<file path="src/rtl/switch_debouncer.sv">
// -----------------------------------------------------------------------------
// switch_debouncer
//
// Input conditioning for the DIP-switch / seven-segment display path. The raw
// switch bus is brought into the cmosClock domain through a two-flop
// synchroniser. The whole synchronised bus must then hold one value for
// STABLE_CYCLES consecutive cycles before that value is committed to
// debouncedOut.
//
// Parameters:
//   WIDTH          number of switch bits
//   STABLE_CYCLES  cycles the synchronised bus must hold before commit
//                  (legal range 2 .. 2**COUNTER_WIDTH)
//   COUNTER_WIDTH  width of the stability counter
//   RESET_VALUE    reset value of the synchroniser, candidate and debouncedOut
//
// Ports:
//   cmosClock     in   system clock; all state changes on its rising edge
//   resetN        in   asynchronous active-low reset
//   rawSwitch     in   raw switch bus, asynchronous to cmosClock
//   debouncedOut  out  filtered switch value
//   changeStrobe  out  one-cycle pulse, coincident with a newly committed value
//   changedMask   out  bits that toggled at the last commit; held until the
//                      next commit
//   settling      out  high while a candidate value is being qualified. This
//                      is the registered view of the FSM state.
//   eventCount    out  saturating count of commits. This port exists only when
//                      SWITCH_DEBOUNCER_EVENT_COUNT_EN is defined.
//
// Output semantics: there is no handshake. changeStrobe is a single-cycle
// qualifier with no backpressure. debouncedOut and changedMask are already
// valid in the cycle in which changeStrobe is high.
//
// Optional feature macro: SWITCH_DEBOUNCER_EVENT_COUNT_EN
// -----------------------------------------------------------------------------
module switch_debouncer #(
  parameter int               WIDTH         = 8,
  parameter int               STABLE_CYCLES = 1000000,
  parameter int               COUNTER_WIDTH = 20,
  parameter logic [WIDTH-1:0] RESET_VALUE   = {WIDTH{1'b0}}
) (
  input  logic             cmosClock,
  input  logic             resetN,
  input  logic [WIDTH-1:0] rawSwitch,
  output logic [WIDTH-1:0] debouncedOut,
  output logic             changeStrobe,
  output logic [WIDTH-1:0] changedMask,
  output logic             settling
`ifdef SWITCH_DEBOUNCER_EVENT_COUNT_EN
  ,
  output logic [15:0]      eventCount
`endif
);

  // The counter value at which a candidate has been stable long enough.
  localparam logic [COUNTER_WIDTH-1:0] LAST_COUNT = COUNTER_WIDTH'(STABLE_CYCLES - 1);

  typedef enum logic {
    STABLE   = 1'b0,
    SETTLING = 1'b1
  } state_t;

  state_t                   state;
  logic [WIDTH-1:0]         sync1;
  logic [WIDTH-1:0]         sync2;
  logic [WIDTH-1:0]         candidate;
  logic [COUNTER_WIDTH-1:0] count;

  // Plain two-flop synchroniser. No logic is placed between the stages, so
  // that sync1 has a full cycle to resolve metastability.
  always_ff @(posedge cmosClock or negedge resetN) begin
    if (!resetN) begin
      sync1 <= RESET_VALUE;
      sync2 <= RESET_VALUE;
    end else begin
      sync1 <= rawSwitch;
      sync2 <= sync1;
    end
  end

  always_ff @(posedge cmosClock or negedge resetN) begin
    if (!resetN) begin
      state        <= STABLE;
      candidate    <= RESET_VALUE;
      count        <= '0;
      debouncedOut <= RESET_VALUE;
      changeStrobe <= 1'b0;
      changedMask  <= '0;
      settling     <= 1'b0;
`ifdef SWITCH_DEBOUNCER_EVENT_COUNT_EN
      eventCount   <= '0;
`endif
    end else begin
      changeStrobe <= 1'b0;
      case (state)
        STABLE: begin
          if (sync2 != debouncedOut) begin
            candidate <= sync2;
            count     <= '0;
            state     <= SETTLING;
            settling  <= 1'b1;
          end
        end
        SETTLING: begin
          if (sync2 != candidate && sync2 == debouncedOut) begin
            // The bus bounced back to the committed value, so drop the candidate.
            count    <= '0;
            state    <= STABLE;
            settling <= 1'b0;
          end else if (sync2 != candidate) begin
            // A different value appeared, so qualify that value from scratch.
            candidate <= sync2;
            count     <= '0;
          end else if (count == LAST_COUNT) begin
            debouncedOut <= candidate;
            changedMask  <= debouncedOut ^ candidate;
            changeStrobe <= 1'b1;
            count        <= '0;
            state        <= STABLE;
            settling     <= 1'b0;
`ifdef SWITCH_DEBOUNCER_EVENT_COUNT_EN
            if (eventCount != 16'hFFFF) eventCount <= eventCount + 16'd1;
`endif
          end else begin
            count <= count + COUNTER_WIDTH'(1);
          end
        end
        default: begin
          state    <= STABLE;
          settling <= 1'b0;
        end
      endcase
    end
  end

endmodule

</file>
<file path="config.mk">
export PLATFORM = sky130hd
export DESIGN_NAME = switch_debouncer
export DESIGN_NICKNAME = d
export VERILOG_FILES = /design/src/rtl/switch_debouncer.sv
export SDC_FILE = /design/constraint.sdc
export NUM_CORES = 1
export LEC_CHECK = 0
export CAP_MARGIN = 20
export CORE_MARGIN = 4
export CORE_UTILIZATION = 40
export DETAILED_ROUTE_END_ITERATION = 6
export PLACE_DENSITY = 0.61
export SLEW_MARGIN = 20
export SYNTH_ARGS = -nofsm -noshare
export SYNTH_HDL_FRONTEND = slang
export SYNTH_SLANG_ARGS = --single-unit
</file>
<file path="constraint.sdc">
create_clock -name cmosClock -period 4.55 [get_ports cmosClock]
set_clock_uncertainty 0.2 [all_clocks]
set_input_delay 0.91 -clock cmosClock [delete_from_list [all_inputs] [get_ports cmosClock]]
set_output_delay 0.91 -clock cmosClock [all_outputs]
set_load 0.02 [all_outputs]
</file>
==> summary.md <==
| Metric | Value |
|---|---|
| First-pass iteration count of the detailed router | 4 |
| Count of different cell masters after synthesis | 39 |
| Synthesized area per cell | 11.8 um^2 |
| Sinks on Clock Net | 63 |
| Global placer's final weighted congestion | 0.815 |
| DRC | 0 |
| Data required time at the worst endpoint | 3440 ps |
| Area share of fa/ha/maj cells after synthesis | 0.428% |
| Final antenna diode count | 0 |
| Hold-fix buffers, CTS | 0 |
| Power density over the cells | 321 mW/mm^2 |
| Root cell of the clock tree | sky130_fd_sc_hd__clkbuf_8 |
| H-tree lvl count | 3 |
| Maximum number of pins on one net before global-route repair | 35 |
| Worst max-slew margin expressed relative to the limit | 50.0% |
| Area growth from synthesis to layout | 19.6% |
| Inserted Clock Buffers | 9 |
| Primary flip-flop cell chosen by synthesis mapping | sky130_fd_sc_hd__dfrtp_1 |
| Post-layout minimum cycle time | approximately 2500 ps |
| Result of the run | completed |
| Clock latency reported for the late side of the worst-skew pair | ~350 ps |
| Avg WL per Cell | ~15 um |
| Fraction of registers with async set/reset | 100% |
| Overall Global Routing Usage | approximately 14% |
| Non-Filler Cell Area, Final | between 0.003 and 0.004 mm^2 |
| Cells along the critical path | clkdlybuf4s50_1 |
| IO Count | 28 |
| CORE AREA | approximately 0.0069 mm^2 |
| Data arrival time of the critical path | between 1000 and 1500 ps |
| Synth warn | 0 |
| Final TNS setup | 0 ps |
| Reg clk slew, reported paths | around 70 ps |
| Die Height | between 90 and 100 um |
| Bufs on Longest Clock Path | 2 |
| Number of gates given a new drive strength after cts | 0 |
| Synthesized-area fraction occupied by and/or/nand/nor cells | between 15 and 20% |
| Initial Util | a little over two fifths |
| Total vias in the final route | approximately 2100 |
| Global-route wire length before repair | approximately 9.7 mm |
| Starting DRC count in detailed routing | a little under 80 |
| Final hold vios | 0 |
| Part of the Yosys area used for sequential elements | between 50% and 60% |
| Buffers inserted during post-CTS setup optimization | 0 |
| Register-to-register setup slack | around 2000 ps |
| Overall overflow remaining after global route | 0 |
| Highest net fanout along the worst path | 4 |
| Peak supply drop | 0.177 mV |
| F_max | between 300 and 400 MHz |
| Delay of the slowest cell on the worst path | 640 ps |
| Delay-heaviest family, CP | buffers and inverters |
| Die Area | roughly 0.0087 mm^2 |
| Post-detailed-placement cell area | around 0.0033 mm^2 |
| Total buffers and inverters traversed by the critical path | 1 |
| Number of vias per cell after detailed routing | between 5 and 6 |
| Width of the die | a little over 90 um |
| Largest family of logic cells by synthesized area | simple AND/OR/NAND/NOR gates |
| Final cycle utilization of the critical path | 55.8% |
| Cell area after synthesis | 0.00292 mm^2 |
| Nature of the critical path endpoint | output pin |
| Number of global-route vias before repair | about 2000 |
| Proportion of synthesized area in mux cells | a little under 10% |
| Nets in the synthesized netlist | roughly 260 |
| Max capacitance violation total | 0 |
| Final net count | 290 |
| Cells after synthesis | 248 |
| Critical Path Source Type | flip-flop |
| Worst hold-check path type | flip-flop to flip-flop |
| Final count of negative-setup-slack endpoints | 0 |
| HPWL reported at the end of detailed placement | 3.83 mm |
| Type of the worst setup path | flip-flop to output pin |
| Synth Area in Compound Gates | 9.34% |
| Number of cell rows | 30 |
| Clock tree from TritonCTS | yes |
| Unrepaired setup endpoints after global routing | no |
| Cell with the largest stage delay on the worst path | sky130_fd_sc_hd__clkdlybuf4s50_1 |
| Count of pins over their slew limit | 0 |
| Share of layout cells above drive strength 1 | a little under a fifth |
| Final routed wirelength across all metal layers | between 5 and 6 mm |
| FF+latch count, synth | 63 |
| Actual transition at the worst max-transition pin | approximately 750 ps |
| Port Buf Inserts | 27 |
| Layout filler cell count | 605 |
| Number of flops mapped to enable cells by yosys | 0 |
| Routed Antenna Nets | 0 |
| Total leakage power | between 1 and 1.5 nW |
| Xor-xnor portion of the synthesized cell area | ~7.2% |
| Number of antenna violations at the first check in global routing | 0 |
-- final cells by class --
type	instances	area, um^2	area share [%]
flip-flops and latches	63	1580	45.1
multi-input cells	170	1270	36.5
clock inverters	6	70.1	2.01
clock buffers	10	138	3.94
well taps	96	120	3.44
repair buffers	32	303	8.67
inverters	3	11.3	0.322
-- power by group --
group	switching, mW	internal [mW]
Combinational	0.0231	0.0212
Clock	0.224	0.269
Sequential	0.0113	0.572
-- cell families after synthesis --
kind of cell,Yosys count
compound gates,33
xor+xnor,24
fa+ha+maj,1
buf+inv,15
flops,63
mux,25
simple gates,87
-- routing by layer --
metal	vias up	GRT usage [%]	part of all wire, %
met5	-	0	0
met4	0	6.11	1.9
met1	1019	18.7	46
met2	42	21.3	47
li1	989	-	-
met3	13	4.99	4.6
-- worst reg2reg max path: cells and delay by family (launching register included) --
| kind | cells | cell delay [ps] |
|---|---|---|
| muxes | 1 | 390 |
| adders and majority gates | 1 | 230 |
| DFF | 1 | 390 |
| and+or+nand+nor | 4 | 1190 |
-- through the flow --
stage | setup slack (ps) | hold WS [ps] | cells | power (mW) | utilization, %
2_1_floorplan | 2350 | 131 | 248 | 0.612 | -
3_3_place_gp | 2050 | 133 | 364 | 0.640 | 47.3
3_5_place_dp | 2020 | 135 | 364 | 0.641 | 47.3
4_1_cts | 1990 | 151 | 380 | 1.14 | 50.3
5_1_grt | 1940 | 159 | 380 | 1.17 | 50.3
6_report | 2010 | 150 | 380 | 1.12 | 50.3
-- sequential cells by signal, summed over array words and instances (netlist names) --
signal        count
changedMask       8
state             1
changeStrobe      1
count            20
sync2             8
debouncedOut      8
candidate         8
sync1             8
settling          1
-- synth_stat cells (2+ instances only) --
library cell / number / share of area (%)
sky130_fd_sc_hd__a22o_1: 5 / 1.5
sky130_fd_sc_hd__nor2_1: 9 / 1.2
sky130_fd_sc_hd__nand3_1: 6 / 1.0
sky130_fd_sc_hd__buf_4: 2 / 0.51
sky130_fd_sc_hd__o32ai_1: 4 / 1.2
sky130_fd_sc_hd__clkbuf_1: 5 / 0.64
sky130_fd_sc_hd__mux2_2: 25 / 9.6
sky130_fd_sc_hd__nand4_1: 9 / 1.9
sky130_fd_sc_hd__buf_2: 4 / 0.69
sky130_fd_sc_hd__xnor2_1: 8 / 2.4
sky130_fd_sc_hd__dfrtp_1: 63 / 54
sky130_fd_sc_hd__nor3_1: 18 / 3.1
sky130_fd_sc_hd__nand2_1: 14 / 1.8
sky130_fd_sc_hd__xor2_1: 16 / 4.8
sky130_fd_sc_hd__and4_1: 2 / 0.60
sky130_fd_sc_hd__and2_1: 3 / 0.64
sky130_fd_sc_hd__inv_1: 3 / 0.39
sky130_fd_sc_hd__a221o_1: 12 / 4.1
sky130_fd_sc_hd__or3_1: 2 / 0.43
sky130_fd_sc_hd__o2bb2ai_1: 2 / 0.60
sky130_fd_sc_hd__or2_2: 2 / 0.43
sky130_fd_sc_hd__o21ai_0: 7 / 1.2
sky130_fd_sc_hd__nor4_1: 8 / 1.7
sky130_fd_sc_hd__and3_1: 3 / 0.64
sky130_fd_sc_hd__nor2b_1: 2 / 0.43
-- worst paths after layout --
| path | from | endpoint | depth (start not counted) |
|---|---|---|---|
| min in group asynchronous | resetN | sync1[5] | 1 |
| max in group asynchronous | resetN | count[9] | 2 |
| min reg2reg | sync1[1] | sync2[1] | 0 |
| max reg2reg | count[0] | debouncedOut[7] | 6 |
| max | debouncedOut[3] | debouncedOut[3] | 1 |
| min | sync1[1] | sync2[1] | 0 |
-- cells in the final DEF (no fill, tap or decap), types with 2 or more instances in the layout --
cell	netlist	routed
sky130_fd_sc_hd__nand3_1	6	6
sky130_fd_sc_hd__and3_1	3	3
sky130_fd_sc_hd__clkdlybuf4s50_1	0	26
sky130_fd_sc_hd__o21ai_0	7	7
sky130_fd_sc_hd__nand2_1	14	14
sky130_fd_sc_hd__nand4_1	9	9
sky130_fd_sc_hd__dfrtp_1	63	63
sky130_fd_sc_hd__or3_1	2	2
sky130_fd_sc_hd__buf_4	2	5
sky130_fd_sc_hd__clkinvlp_4	0	3
sky130_fd_sc_hd__xor2_1	16	16
sky130_fd_sc_hd__and4_1	2	2
sky130_fd_sc_hd__clkbuf_8	0	10
sky130_fd_sc_hd__inv_1	3	3
sky130_fd_sc_hd__clkinv_4	0	2
sky130_fd_sc_hd__o2bb2ai_1	2	2
sky130_fd_sc_hd__a221o_1	12	12
sky130_fd_sc_hd__nor4_1	8	8
sky130_fd_sc_hd__nor2_1	9	9
sky130_fd_sc_hd__nor2b_1	2	2
sky130_fd_sc_hd__mux2_2	25	25
sky130_fd_sc_hd__and2_1	3	3
sky130_fd_sc_hd__xnor2_1	8	8
sky130_fd_sc_hd__o32ai_1	4	4
sky130_fd_sc_hd__nor3_1	18	18
sky130_fd_sc_hd__a22o_1	5	5
sky130_fd_sc_hd__or2_2	2	2
Power figures use the tool's default switching activity.
